==> config.mk <==
export PLATFORM = sky130hd
export DESIGN_NAME = ahb_slave
export DESIGN_NICKNAME = d
export VERILOG_FILES = /design/src/rtl/ahb_pkg.sv /design/src/rtl/ahb_slave_regfile.sv /design/src/rtl/ahb_slave.sv
export SDC_FILE = /design/constraint.sdc
export NUM_CORES = 1
export LEC_CHECK = 0
export CORE_AREA = 8 8 315 164
export DETAILED_ROUTE_END_ITERATION = 8
export DIE_AREA = 0 0 323 172
export GPL_ROUTABILITY_DRIVEN = 0
export MAX_ROUTING_LAYER = met4
export PLACE_DENSITY = 0.68
export SLEW_MARGIN = 40
export SYNTH_ARGS = -nofsm -noshare
export SYNTH_HDL_FRONTEND = slang
export SYNTH_HIERARCHICAL = 1
export SYNTH_SLANG_ARGS = --single-unit
==> constraint.sdc <==
create_clock -name hclk -period 4.1 [get_ports hclk]
set_input_delay 0.615 -clock hclk [delete_from_list [all_inputs] [get_ports hclk]]
set_output_delay 0.615 -clock hclk [all_outputs]
set_load 0.01 [all_outputs]
==> src/rtl/ahb_pkg.sv <==
// Shared AHB encodings, FSM state codes and small decode helpers used by the
// AHB register-file slave.
package ahb_pkg;

    // htrans codes
    localparam logic [1:0] HTRANS_IDLE   = 2'b00;
    localparam logic [1:0] HTRANS_BUSY   = 2'b01;
    localparam logic [1:0] HTRANS_NONSEQ = 2'b10;
    localparam logic [1:0] HTRANS_SEQ    = 2'b11;

    // hsize codes
    localparam logic [2:0] HSIZE_BYTE = 3'b000;
    localparam logic [2:0] HSIZE_HALF = 3'b001;
    localparam logic [2:0] HSIZE_WORD = 3'b010;

    // hresp codes
    localparam logic HRESP_OKAY  = 1'b0;
    localparam logic HRESP_ERROR = 1'b1;

    // slave FSM state encoding
    localparam logic [1:0] ST_IDLE = 2'd0;
    localparam logic [1:0] ST_WAIT = 2'd1;
    localparam logic [1:0] ST_ERR1 = 2'd2;
    localparam logic [1:0] ST_ERR2 = 2'd3;

    // Address-phase controls held for the following data phase
    typedef struct packed {
        logic        active;   // a valid (non-error) transfer owns this data phase
        logic        write;
        logic [2:0]  size;
        logic [31:0] addr;
    } dphase_t;

    // Byte lanes touched by a transfer of the given size at the given offset
    function automatic logic [3:0] byte_lanes(input logic [2:0] size, input logic [1:0] off);
        case (size)
            HSIZE_BYTE: return 4'b0001 << off;
            HSIZE_HALF: return off[1] ? 4'b1100 : 4'b0011;
            default:    return 4'b1111;
        endcase
    endfunction

    // Out of range, unsupported size, or misaligned for its size
    function automatic logic xfer_error(input logic [31:0] addr, input logic [2:0] size,
                                        input logic [31:0] limit);
        logic misaligned;
        misaligned = ((size == HSIZE_HALF) && addr[0]) ||
                     ((size == HSIZE_WORD) && (addr[1:0] != 2'b00));
        return (addr >= limit) || (size > HSIZE_WORD) || misaligned;
    endfunction

endpackage

==> src/rtl/ahb_slave_regfile.sv <==
// DEPTH x 32 storage with per-byte write enables, synchronous write,
// combinational read and a synchronous clear-to-zero reset.
import ahb_pkg::*;

module ahb_slave_regfile #(
    parameter int DEPTH = 16,
    parameter int AW    = $clog2(DEPTH)
) (
    input  logic          clk,
    input  logic          rst_n,
    input  logic          we,
    input  logic [3:0]    be,
    input  logic [AW-1:0] addr,
    input  logic [31:0]   wdata,
    output logic [31:0]   rdata
);

    logic [31:0] mem [DEPTH];

    // Clear every word on reset, otherwise merge enabled byte lanes
    always_ff @(posedge clk) begin
        if (!rst_n) begin
            for (int i = 0; i < DEPTH; i++) mem[i] <= '0;
        end else if (we) begin
            for (int b = 0; b < 4; b++)
                if (be[b]) mem[addr][b*8 +: 8] <= wdata[b*8 +: 8];
        end
    end

    assign rdata = mem[addr];

endmodule

==> src/rtl/ahb_slave.sv <==
// AHB-Lite register-file slave: pipelined address/data phases, fixed wait
// states on OKAY transfers, two-cycle ERROR response on bad accesses.
import ahb_pkg::*;

module ahb_slave #(
    parameter int DEPTH       = 16,
    parameter int WAIT_STATES = 1
) (
    input  logic        hclk,
    input  logic        hresetn,
    input  logic        hsel,
    input  logic [31:0] haddr,
    input  logic        hwrite,
    input  logic [2:0]  hsize,
    input  logic [2:0]  hburst,
    input  logic [3:0]  hprot,
    input  logic [1:0]  htrans,
    input  logic        hready,
    input  logic [31:0] hwdata,
    output logic        hreadyout,
    output logic        hresp,
    output logic [31:0] hrdata
);

    localparam int          AW      = $clog2(DEPTH);
    localparam logic [31:0] LIMIT   = 32'(DEPTH * 4);
    // last value of the wait counter before the completion cycle
    localparam logic [3:0]  WS_LAST = (WAIT_STATES > 0) ? 4'(WAIT_STATES - 1) : 4'd0;

    logic [1:0]  state;
    logic [3:0]  wait_cnt;
    dphase_t     dp;
    logic        ready_out;
    logic        accept;
    logic        addr_err;
    logic        complete;
    logic [31:0] rf_rdata;
    logic        unused_ok;

    // Only IDLE and ERR2 end a data phase, so only they may take a new address
    assign ready_out = (state == ST_IDLE) || (state == ST_ERR2);
    assign accept    = hsel && hready && htrans[1] && ready_out;
    assign addr_err  = xfer_error(haddr, hsize, LIMIT);
    assign complete  = (state == ST_IDLE) && dp.active;

    assign hreadyout = ready_out;
    assign hresp     = ((state == ST_ERR1) || (state == ST_ERR2)) ? HRESP_ERROR : HRESP_OKAY;
    assign hrdata    = (complete && !dp.write) ? rf_rdata : 32'd0;

    // hburst/hprot are accepted but carry no meaning for this slave
    assign unused_ok = ^{hburst, hprot, dp.addr[31:AW+2]};

    // Data-phase FSM: wait-state counting, error sequencing, address capture
    always_ff @(posedge hclk) begin
        if (!hresetn) begin
            state    <= ST_IDLE;
            wait_cnt <= 4'd0;
            dp       <= '0;
        end else begin
            case (state)
                ST_WAIT: begin
                    if (wait_cnt == WS_LAST) begin
                        state    <= ST_IDLE;
                        wait_cnt <= 4'd0;
                    end else begin
                        wait_cnt <= wait_cnt + 4'd1;
                    end
                end
                ST_ERR1: state <= ST_ERR2;
                default: begin
                    if (accept) begin
                        dp.write <= hwrite;
                        dp.size  <= hsize;
                        dp.addr  <= haddr;
                        if (addr_err) begin
                            dp.active <= 1'b0;
                            state     <= ST_ERR1;
                        end else begin
                            dp.active <= 1'b1;
                            state     <= (WAIT_STATES > 0) ? ST_WAIT : ST_IDLE;
                        end
                    end else begin
                        dp.active <= 1'b0;
                        state     <= ST_IDLE;
                    end
                end
            endcase
        end
    end

    ahb_slave_regfile #(.DEPTH(DEPTH)) u_regfile (
        .clk   (hclk),
        .rst_n (hresetn),
        .we    (complete && dp.write),
        .be    (byte_lanes(dp.size, dp.addr[1:0])),
        .addr  (dp.addr[AW+1:2]),
        .wdata (hwdata),
        .rdata (rf_rdata)
    );

endmodule
==> results by group <==
STA
  • Endpoints failing hold: 0
  • FMAX: 266 MHz
  • Setup TNS: 0 ns
  • Final Skew: 0.0187 ns
  • Max_slew headroom: 0.463
  • Final Max Tran Viols: 0
  • Period utilization: 0.917
  • RSZ-0062 raised after global routing: false
  • Setup violations, final: 0
  • Worst slew pin tran: 0.804 ns
  • Min setup slack post-route: 0.339 ns
  • Fin crit period: 3.76 ns

Min path
  • Hold Path Class: flop to flop
  • Hold path cells: 2
  • Hold Path End: dp[34]$_SDFFE_PN0P_
  • Hold_sp: dp[34]$_SDFFE_PN0P_

Clock tree
  • Clk root buf: clkbuf_16
  • CTS buffer count: 46
  • Latest clock arrival within the worst-skew pair: 0.56 ns
  • TritonCTS clock tree: built
  • CTS clk-pin slew, worst paths: 0.06 ns
  • Max H-tree Level: 2
  • Clock Path Buffers: 3
  • CTS sink count: 529
  • Post CTS Setup Buffer Count: 0
  • CTS-repair resized insts: 0
  • Hold-fix buffers, CTS: 0

Critical path
  • R2r worst-path depth: 6
  • Critical Path RT: 3.48 ns
  • R2R setup slack: 0.88 ns
  • Crit Reg-Reg Startpoint: dp[4]$_SDFFE_PN0P_
  • Critical path peak fanout: 28
  • Critical path endpoint category: primary output
  • Setup Crit Path Kind: flop to primary output
  • CP Launch Type: flop
  • CP Launch Point: dp[2]$_SDFFE_PN0P_
  • Reg2reg end: u_regfile/mem[7][20]$_SDFFCE_PN0P_
  • Critical path arrival: 3.15 ns

Yosys
  • #FFs+latches synth: 529
  • Synth cell types: 41
  • Synthesized net count: 1754
  • Synth Instances: 1667
  • FFs w/ async S/R, synth: 0
  • Top cells by area, synth: edfxtp_1, mux4_2, nor2_1
  • Post-synth EDFFs: 512
  • Seq/Total Area, Yosys: 0.675
  • Mapped cell area: 0.0233 mm^2
  • Share of the synthesized area in the top cell type: 0.660
  • Yosys warning total: 6
  • Cell taking the most area after synthesis: edfxtp_1
  • Syn avg cell area: 14.0 um^2
  • Top-count cell post-synth: edfxtp_1
  • Synth top cells by count: edfxtp_1, nor2_1, mux4_2
  • Ys flop type: edfxtp_1

Die
  • Die W: 323 um
  • Row count: 57
  • I/O Pins: 115
  • Die Y: 172 um
  • Core area: 0.0475 mm^2
  • Die area: 0.0556 mm^2
  • Starting Density: 0.491

GRT
  • Grt ovf: 0
  • Vias in the first global route: 14700
  • Overall routing resource usage: 0.222
  • Pin count of the biggest net entering global routing: 44
  • First-pass GRT wire length: 90.8 mm
  • Initial antenna violation count: 0

Detailed routing
  • DR iter-0 viols: 1798
  • Vias: 14600
  • Drt total wl: 59.8 mm
  • Final ANT Viol Nets: 0
  • DR pass1 iterations: 7
  • DR vias/cell: 5.95
  • Routed len/inst: 24.4 um
  • # DRC: 0

Power
  • Leakage: 8.75 nW
  • Largest vdd supply drop: 290 uV
  • Pwr/cell area: 412 mW/mm^2

Layout
  • Diodes inserted: 0
  • Area Overhead vs Synth: 15.4%
  • Share of layout cells above drive strength 1: 0.175
  • Final nets: 1863

Placed design
  • DPL Wire Length: 39.0 mm
  • Pre-CTS setup slack: 0.872 ns
  • Port bufs: 106

Status
  • Status: completed

Flow run
  • # Max-Cap Violations: 0
==> final cells by class <==
class,count,area [um^2]
fillers,3780,20600
flip-flops and latches,529,15700
multi-input cells,984,6940
repair buffers,209,1940
clock buffers,52,1190
well taps,649,812
clock inverters,27,262
inverters,6,22.5
==> worst max-delay path by stage <==
stage / to / slack (ns)
4_1_cts: hrdata[30] / 0.27
3_5_place_dp: hrdata[30] / 0.87
3_3_place_gp: hrdata[30] / 0.67
5_1_grt: hrdata[2] / 0.15
6_report: hrdata[30] / 0.34
2_1_floorplan: u_regfile/mem[7][16]$_SDFFCE_PN0P_ / 1.75
==> flip-flops by register name, summed over array words and instances (netlist names) <==
register	cells
dp	11
state	2
wait_cnt	4
u_regfile/mem	512
==> placed cells by master, fill, tap and decap left out, types with 2 or more instances in the layout <==
master,count
nor4_1,3
and3_1,5
a22oi_1,64
clkinv_2,6
clkinvlp_4,3
clkbuf_16,47
mux4_2,128
nor2b_1,5
nor2_4,5
o21ai_1,11
a21oi_1,2
clkbuf_1,5
o31ai_1,2
a21boi_0,11
bufinv_16,5
o21ai_2,3
ha_1,6
clkinv_1,11
nor2_1,484
clkdlybuf4s50_1,105
o21ai_0,58
buf_4,94
nor4_2,2
nand3_1,7
edfxtp_1,512
mux2i_1,2
buf_12,9
nand4_1,4
inv_1,6
nand2_1,98
and2_1,67
dfxtp_1,15
dfxtp_4,2
nor2b_4,2
==> per-stage QoR <==
step,hold WS [ns],cells,instance area (um^2),total power (W),utilization
2_1_floorplan,0.440,1667,23300,0.00656,-
3_3_place_gp,0.456,2376,25400,0.00683,0.535
3_5_place_dp,0.464,2377,25400,0.00686,0.536
4_1_cts,0.458,2456,26900,0.0112,0.566
5_1_grt,0.489,2456,26900,0.0114,0.566
6_report,0.475,2456,26900,0.0111,0.566
==> layer usage <==
| layer | up-vias | GRT usage | wire length [um] |
|---|---|---|---|
| met2 | 882 | 0.316 | 25600 |
| met3 | 79 | 0.0436 | 7590 |
| met5 | - | - | 0 |
| met4 | 0 | 0.0361 | 858 |
| li1 | 6301 | - | - |
| met1 | 7339 | 0.338 | 25800 |
==> logic make-up (layout without fill, tap and decap cells) <==
kind of cell | count (synthesis) | after routing | share of synthesized area
adders and majority gates | 6 | 6 | 0.00322
and+or+nand+nor | 694 | 694 | 0.126
AOI/OAI and AO/OA | 153 | 153 | 0.0416
xor gates and xnor gates | 1 | 1 | 0.000376
muxes | 130 | 130 | 0.125
DFF | 529 | 529 | 0.675
buffers and inverters | 154 | 294 | 0.0295
==> where the power goes <==
group	leakage [nW]	switching, W	internal (W)
clock	0.706	0.00193	0.00240
combinational	2.62	0.000334	0.000274
sequential	5.42	0.0000621	0.00608
==> critical path, cell delays in order, from the launching register on <==
cell and delay (ns):
dfxtp_4 0.55, buf_12 0.29, buf_4 0.25, mux4_2 0.52
a22oi_1 0.23, nand2_1 0.10, and2_1 0.15, clkdlybuf4s50_1 0.47
Power figures use the tool's default switching activity.
